## src/rtl/tlx_cmd_arbiter.sv

```systemverilog
// Round-robin arbiter sharing the AFU-to-TLX command path between the read and
// write engines, with a registered output stage and TLX command-credit gating.
module tlx_cmd_arbiter #(
  parameter int CREDW = 7
) (
  input  logic             clk,
  input  logic             resetn,
  input  logic [3:0]       tlx_afu_cmd_initial_credit,
  input  logic             tlx_afu_cmd_credit,
  input  logic             cmd_sent,
  output logic             tlx_afu_cmd_ready,
  input  logic             rd_cmd_valid,
  output logic             rd_cmd_ready,
  input  logic [7:0]       rd_cmd_opcode,
  input  logic [15:0]      rd_cmd_afutag,
  input  logic [67:0]      rd_cmd_ea_or_obj,
  input  logic [1:0]       rd_cmd_dl,
  input  logic [2:0]       rd_cmd_pl,
  input  logic [11:0]      rd_cmd_actag,
  input  logic [19:0]      rd_cmd_pasid,
  input  logic             wr_cmd_valid,
  output logic             wr_cmd_ready,
  input  logic [7:0]       wr_cmd_opcode,
  input  logic [15:0]      wr_cmd_afutag,
  input  logic [67:0]      wr_cmd_ea_or_obj,
  input  logic [1:0]       wr_cmd_dl,
  input  logic [2:0]       wr_cmd_pl,
  input  logic [11:0]      wr_cmd_actag,
  input  logic [19:0]      wr_cmd_pasid,
  output logic             tlx_i_cmd_valid,
  output logic [7:0]       tlx_i_cmd_opcode,
  output logic [15:0]      tlx_i_cmd_afutag,
  output logic [67:0]      tlx_i_cmd_ea_or_obj,
  output logic [1:0]       tlx_i_cmd_dl,
  output logic [2:0]       tlx_i_cmd_pl,
  output logic [11:0]      tlx_i_cmd_actag,
  output logic [19:0]      tlx_i_cmd_pasid,
  input  logic             tlx_cmd_s1_ready,
  output logic [CREDW-1:0] credit_cnt,
  output logic             credit_err
);

  typedef enum logic {INIT, RUN} state_t;

  localparam logic [CREDW-1:0] CNT_MAX = '1;
  localparam logic [CREDW-1:0] CNT_ONE = CREDW'(1);
  localparam logic [CREDW-1:0] CNT_TWO = CREDW'(2);

  state_t           state_reg, state_next;
  logic [CREDW-1:0] cnt_reg, cnt_next;
  logic             err_reg, err_next;
  logic             ready_d_reg;
  logic             rr_last_wr_reg;
  logic             load_en;
  logic             grant_rd, grant_wr;

  // ---------------- arbitration and output stage ----------------
  assign load_en = !tlx_i_cmd_valid || tlx_cmd_s1_ready;

  always_comb begin
    grant_rd = 1'b0;
    grant_wr = 1'b0;
    if (rd_cmd_valid && wr_cmd_valid) begin
      grant_rd = rr_last_wr_reg;
      grant_wr = !rr_last_wr_reg;
    end else begin
      grant_rd = rd_cmd_valid;
      grant_wr = wr_cmd_valid;
    end
  end

  assign rd_cmd_ready = load_en && grant_rd;
  assign wr_cmd_ready = load_en && grant_wr;

  // rr_last resets to wr so that rd wins the first tie.
  always_ff @(posedge clk or negedge resetn) begin
    if (!resetn) begin
      rr_last_wr_reg      <= 1'b1;
      tlx_i_cmd_valid     <= 1'b0;
      tlx_i_cmd_opcode    <= '0;
      tlx_i_cmd_afutag    <= '0;
      tlx_i_cmd_ea_or_obj <= '0;
      tlx_i_cmd_dl        <= '0;
      tlx_i_cmd_pl        <= '0;
      tlx_i_cmd_actag     <= '0;
      tlx_i_cmd_pasid     <= '0;
    end else if (load_en) begin
      if (grant_rd) begin
        rr_last_wr_reg      <= 1'b0;
        tlx_i_cmd_valid     <= 1'b1;
        tlx_i_cmd_opcode    <= rd_cmd_opcode;
        tlx_i_cmd_afutag    <= rd_cmd_afutag;
        tlx_i_cmd_ea_or_obj <= rd_cmd_ea_or_obj;
        tlx_i_cmd_dl        <= rd_cmd_dl;
        tlx_i_cmd_pl        <= rd_cmd_pl;
        tlx_i_cmd_actag     <= rd_cmd_actag;
        tlx_i_cmd_pasid     <= rd_cmd_pasid;
      end else if (grant_wr) begin
        rr_last_wr_reg      <= 1'b1;
        tlx_i_cmd_valid     <= 1'b1;
        tlx_i_cmd_opcode    <= wr_cmd_opcode;
        tlx_i_cmd_afutag    <= wr_cmd_afutag;
        tlx_i_cmd_ea_or_obj <= wr_cmd_ea_or_obj;
        tlx_i_cmd_dl        <= wr_cmd_dl;
        tlx_i_cmd_pl        <= wr_cmd_pl;
        tlx_i_cmd_actag     <= wr_cmd_actag;
        tlx_i_cmd_pasid     <= wr_cmd_pasid;
      end else begin
        tlx_i_cmd_valid     <= 1'b0;
      end
    end
  end

  // ---------------- credit FSM ----------------
  always_ff @(posedge clk or negedge resetn) begin
    if (!resetn) begin
      state_reg   <= INIT;
      cnt_reg     <= '0;
      err_reg     <= 1'b0;
      ready_d_reg <= 1'b0;
    end else begin
      state_reg   <= state_next;
      cnt_reg     <= cnt_next;
      err_reg     <= err_next;
      ready_d_reg <= tlx_afu_cmd_ready;
    end
  end

  always_comb begin
    state_next = state_reg;
    cnt_next   = cnt_reg;
    err_next   = err_reg;
    case (state_reg)
      INIT: begin
        state_next = RUN;
        cnt_next   = {{(CREDW-4){1'b0}}, tlx_afu_cmd_initial_credit};
      end
      RUN: begin
        if (tlx_afu_cmd_credit && !cmd_sent) begin
          if (cnt_reg == CNT_MAX) err_next = 1'b1;
          else                    cnt_next = cnt_reg + CNT_ONE;
        end else if (cmd_sent && !tlx_afu_cmd_credit) begin
          if (cnt_reg == '0) err_next = 1'b1;
          else               cnt_next = cnt_reg - CNT_ONE;
        end
      end
      default: state_next = INIT;
    endcase
  end

  // A single credit may already be spoken for by last cycle's ready.
  assign tlx_afu_cmd_ready = (state_reg == RUN) &&
                             ((cnt_reg >= CNT_TWO) || (cnt_reg == CNT_ONE && !ready_d_reg));

  assign credit_cnt = cnt_reg;
  assign credit_err = err_reg;

endmodule

```

## config.mk

```make
export PLATFORM = sky130hd
export DESIGN_NAME = tlx_cmd_arbiter
export DESIGN_NICKNAME = d
export VERILOG_FILES = /design/src/rtl/tlx_cmd_arbiter.sv
export SDC_FILE = /design/constraint.sdc
export NUM_CORES = 1
export LEC_CHECK = 0
export CAP_MARGIN = 20
export CORE_MARGIN = 5
export CORE_UTILIZATION = 30
export CTS_BUF_LIST = sky130_fd_sc_hd__clkbuf_4
export DETAILED_ROUTE_END_ITERATION = 10
export PLACE_DENSITY = 0.7
export SYNTH_ARGS = -nofsm -noshare
export SYNTH_HDL_FRONTEND = slang
export SYNTH_SLANG_ARGS = --single-unit
```

## constraint.sdc

```tcl
create_clock -name clk -period 3 [get_ports clk]
set_input_delay 0.6 -clock clk [delete_from_list [all_inputs] [get_ports clk]]
set_output_delay 0.6 -clock clk [all_outputs]
set_load 0.02 [all_outputs]
```

==> impl_metrics.json <==
{
  "path_max_fanout": 4,
  "grt_use_total_pct": 17.68,
  "ys_warn_count": 0,
  "setup_viol": 0,
  "yosysUniqueCellTypes": 39,
  "nets": 1319,
  "reg2reg_depth": 6,
  "die_area_um2": 25270,
  "routed_wl_mm": 23.18,
  "cts_buffer_depth": 2,
  "fin_skew_ns": 0.01363,
  "avgRoutedWirePerCell_um": 17.34,
  "worstMarginPinSlew_ns": 0.9697,
  "reg_top3": "tlx_i_cmd_ea_or_obj: 68 flops, tlx_i_cmd_pasid: 20 flops, tlx_i_cmd_afutag: 16 flops",
  "chipHeight_um": 159.0,
  "slowest_stage": "clkdlybuf4s50_1",
  "power.ir.vdd_worst_mv": 0.2161,
  "areaGrowthSynthToFinish_pct": 71.32,
  "regMostFlops": "tlx_i_cmd_ea_or_obj",
  "rrSetupSlack_ns": 0.84,
  "slew_viol_final": 0,
  "vias": 6165,
  "fmax_ghz": 0.3702,
  "critPathMaxStageDelay_ns": 0.61,
  "cts_sinks": 141,
  "grt_pass1_vias": 6144,
  "htreeDepth": 4,
  "postRouteAntennaNets": 0,
  "fin_area_um2": 11400,
  "io_pins": 410,
  "clk_latency_ns": 0.53,
  "finalHoldViolCount": 0,
  "dr.pass1.iters": 4,
  "dieWidth_um": 159.0,
  "drt-vias-per-instance": 4.611,
  "syn_nets": 921,
  "yosys_register_bits": 141,
  "initial_core_util_pct": 30.50,
  "crit_type": "in -> out",
  "grt_max_degree": 71,
  "hold_end": "tlx_i_cmd_pasid[9]",
  "synth_top_area_share_pct": 52.63,
  "period_share_pct": 90.04,
  "place_area_um2": 11100,
  "coreArea_um2": 21820,
  "placementRows": 54,
  "use_met3_pct": 6.679,
  "grt_busiest_layer": "met2",
  "crit_path_start_kind": "primary input",
  "largest_register_ffs": 68,
  "worstReg2RegStart": "credit_cnt[0]",
  "timing.max_cap.violations": 0,
  "synth_edf_count": 0,
  "port_buffers": 409,
  "synth-seq-area-share_pct": 53.03,
  "ys_async_sr_fraction_pct": 100.0,
  "fin_crit_ns": 2.701,
  "hold_class": "reg -> reg",
  "power_density_nw_per_um2": 492.9,
  "setup_tns_ns": 0,
  "grt.overflow.total": 0,
  "r2r-end": "credit_cnt[3]",
  "cts_tree": "built",
  "syn_area_per_cell_um2": 10.32,
  "p_leak_nw": 5.124,
  "yosysTopAreaCell": "dfrtp_1",
  "crit_chain": "clkdlybuf4s50_1, nand2b_1, and3_1, clkdlybuf4s50_1",
  "rsz0062_at_grt": "false",
  "synthCells": 645,
  "final_layout_size_suffix_gt1_share_pct": 5.303,
  "cp_data_required_time_ns": 2.40,
  "whs_path_depth": 2,
  "synth_area_leaders": "dfrtp_1 53%, mux2i_1 19%, o21ai_0 9.9%",
  "netlist_area_um2": 6656,
  "end_kind": "primary output",
  "hp-start": "tlx_i_cmd_pasid[9]",
  "path_clk_slew_ns": 0.13,
  "path_common_cell": "clkdlybuf4s50_1",
  "grtUsageMet1_pct": 20.44,
  "cp.arrival_ns": 2.10,
  "grt_pass1_wl_mm": 35.56,
  "gp_congestion": 0.8040,
  "outcome": "finished, final reports clean",
  "nFillCells": 2003,
  "grt.met2_usage_pct": 30.62,
  "antenna_found_initial": 1,
  "drc": 0,
  "dp.final_hpwl_mm": 18.45,
  "power_mw": 5.620,
  "numCtsBuffers": 17,
  "relSlewSlack_pct": 35.11,
  "drtIter0Drc": 271,
  "synth_flop_cell": "dfrtp_1",
  "clock-root-buffer": "clkbuf_4"
}
stage by stage:
stage          worst slack, ns  hold WS, ns  utilization, %  instances
2_1_floorplan           0.9322       0.3044               -        645
3_3_place_gp            0.2815       0.4584           50.87       1303
3_5_place_dp            0.2834       0.4689           50.87       1303
4_1_cts                 0.2285       0.4986           52.24       1336
5_1_grt                0.09839       0.5163           52.25       1337
6_report                0.2987       0.4929           52.25       1337
kinds of logic (layout without fill, tap and decap cells):
| group | after synthesis | after routing | share of synthesized area [%] |
|---|---|---|---|
| xor+xnor | 1 | 1 | 0.1316 |
| mux | 129 | 129 | 19.40 |
| fa+ha+maj | 7 | 7 | 1.316 |
| other cells | 1 | 2 | 0.05634 |
| compound gates | 155 | 155 | 12.29 |
| buf+inv | 53 | 464 | 3.759 |
| simple gates | 158 | 158 | 10.02 |
| flops | 141 | 141 | 53.03 |
synthesized netlist by cell type (3+ instances only):
cell and count:
o31ai_1 4, o21ai_0 132, a31oi_1 5, nor2_1 6, or4_1 3, ha_1 7
buf_2 29, inv_1 7, clkbuf_1 14, or3_1 3, dfrtp_1 140, nand2_1 132
a21oi_1 4, mux2i_1 129
cell type report:
type	count	area [um^2]	area share (%)
Timing Repair Buffer	425	4304	37.74
Sequential cell	141	3530	30.95
Multi-Input combinational cell	451	2899	25.42
Tap cell	280	350.3	3.072
Clock inverter	14	156.4	1.372
Clock buffer	18	135.1	1.185
Inverter	7	26.28	0.2304
Antenna cell	1	2.502	0.02194
power breakdown:
group | internal [mW] | switching [mW] | total (mW)
Sequential | 2.18 | 0.159 | 2.34
Clock | 0.521 | 0.768 | 1.29
Combinational | 1.04 | 0.955 | 1.99
per-layer routing:
metal | part of all wire [%] | wire (um)
met5 | 0 | 0
met1 | 40 | 9185
met4 | 2.0 | 453
met2 | 50 | 11510
met3 | 8.7 | 2025
worst max path at each step:
stage	from	to	slack [ns]	depth (start not counted)
2_1_floorplan	cmd_sent	credit_cnt[1]	0.93	8
3_3_place_gp	tlx_cmd_s1_ready	wr_cmd_ready	0.28	4
3_5_place_dp	cmd_sent	credit_cnt[3]	0.28	7
4_1_cts	credit_cnt[1]	tlx_afu_cmd_ready	0.23	6
5_1_grt	credit_cnt[1]	tlx_afu_cmd_ready	0.1	6
6_report	tlx_cmd_s1_ready	wr_cmd_ready	0.30	4
worst max-delay path, delay by kind of cell:
kind | cells | cell delay (ns)
buffers and inverters | 2 | 1.09
and+or+nand+nor | 2 | 0.42
placed cells by master, fill, tap and decap left out, types with 2 or more instances in the layout:
cell type and count:
clkdlybuf4s50_1 407, dfrtp_1 140, nand2_1 132, o21ai_0 132, mux2i_1 129, clkbuf_4 18
buf_4 8, inv_1 7, ha_1 7, inv_6 7, buf_12 7, nor2_1 6
a31oi_1 5, o31ai_1 4, a21oi_1 4, or3_1 3, or4_1 3, clkinvlp_4 3
nor2b_1 2, o21ai_4 2, and4_4 2, or3_2 2, bufinv_16 2
timing repair:
item	CTS	global route
hold buffers	1	0
endpoints found under the setup margin	1	0
buffers inserted	0	0
resized for setup	1	0
endpoints found under the hold margin	49	0
Note: power is estimated with default switching activity, not from simulation.
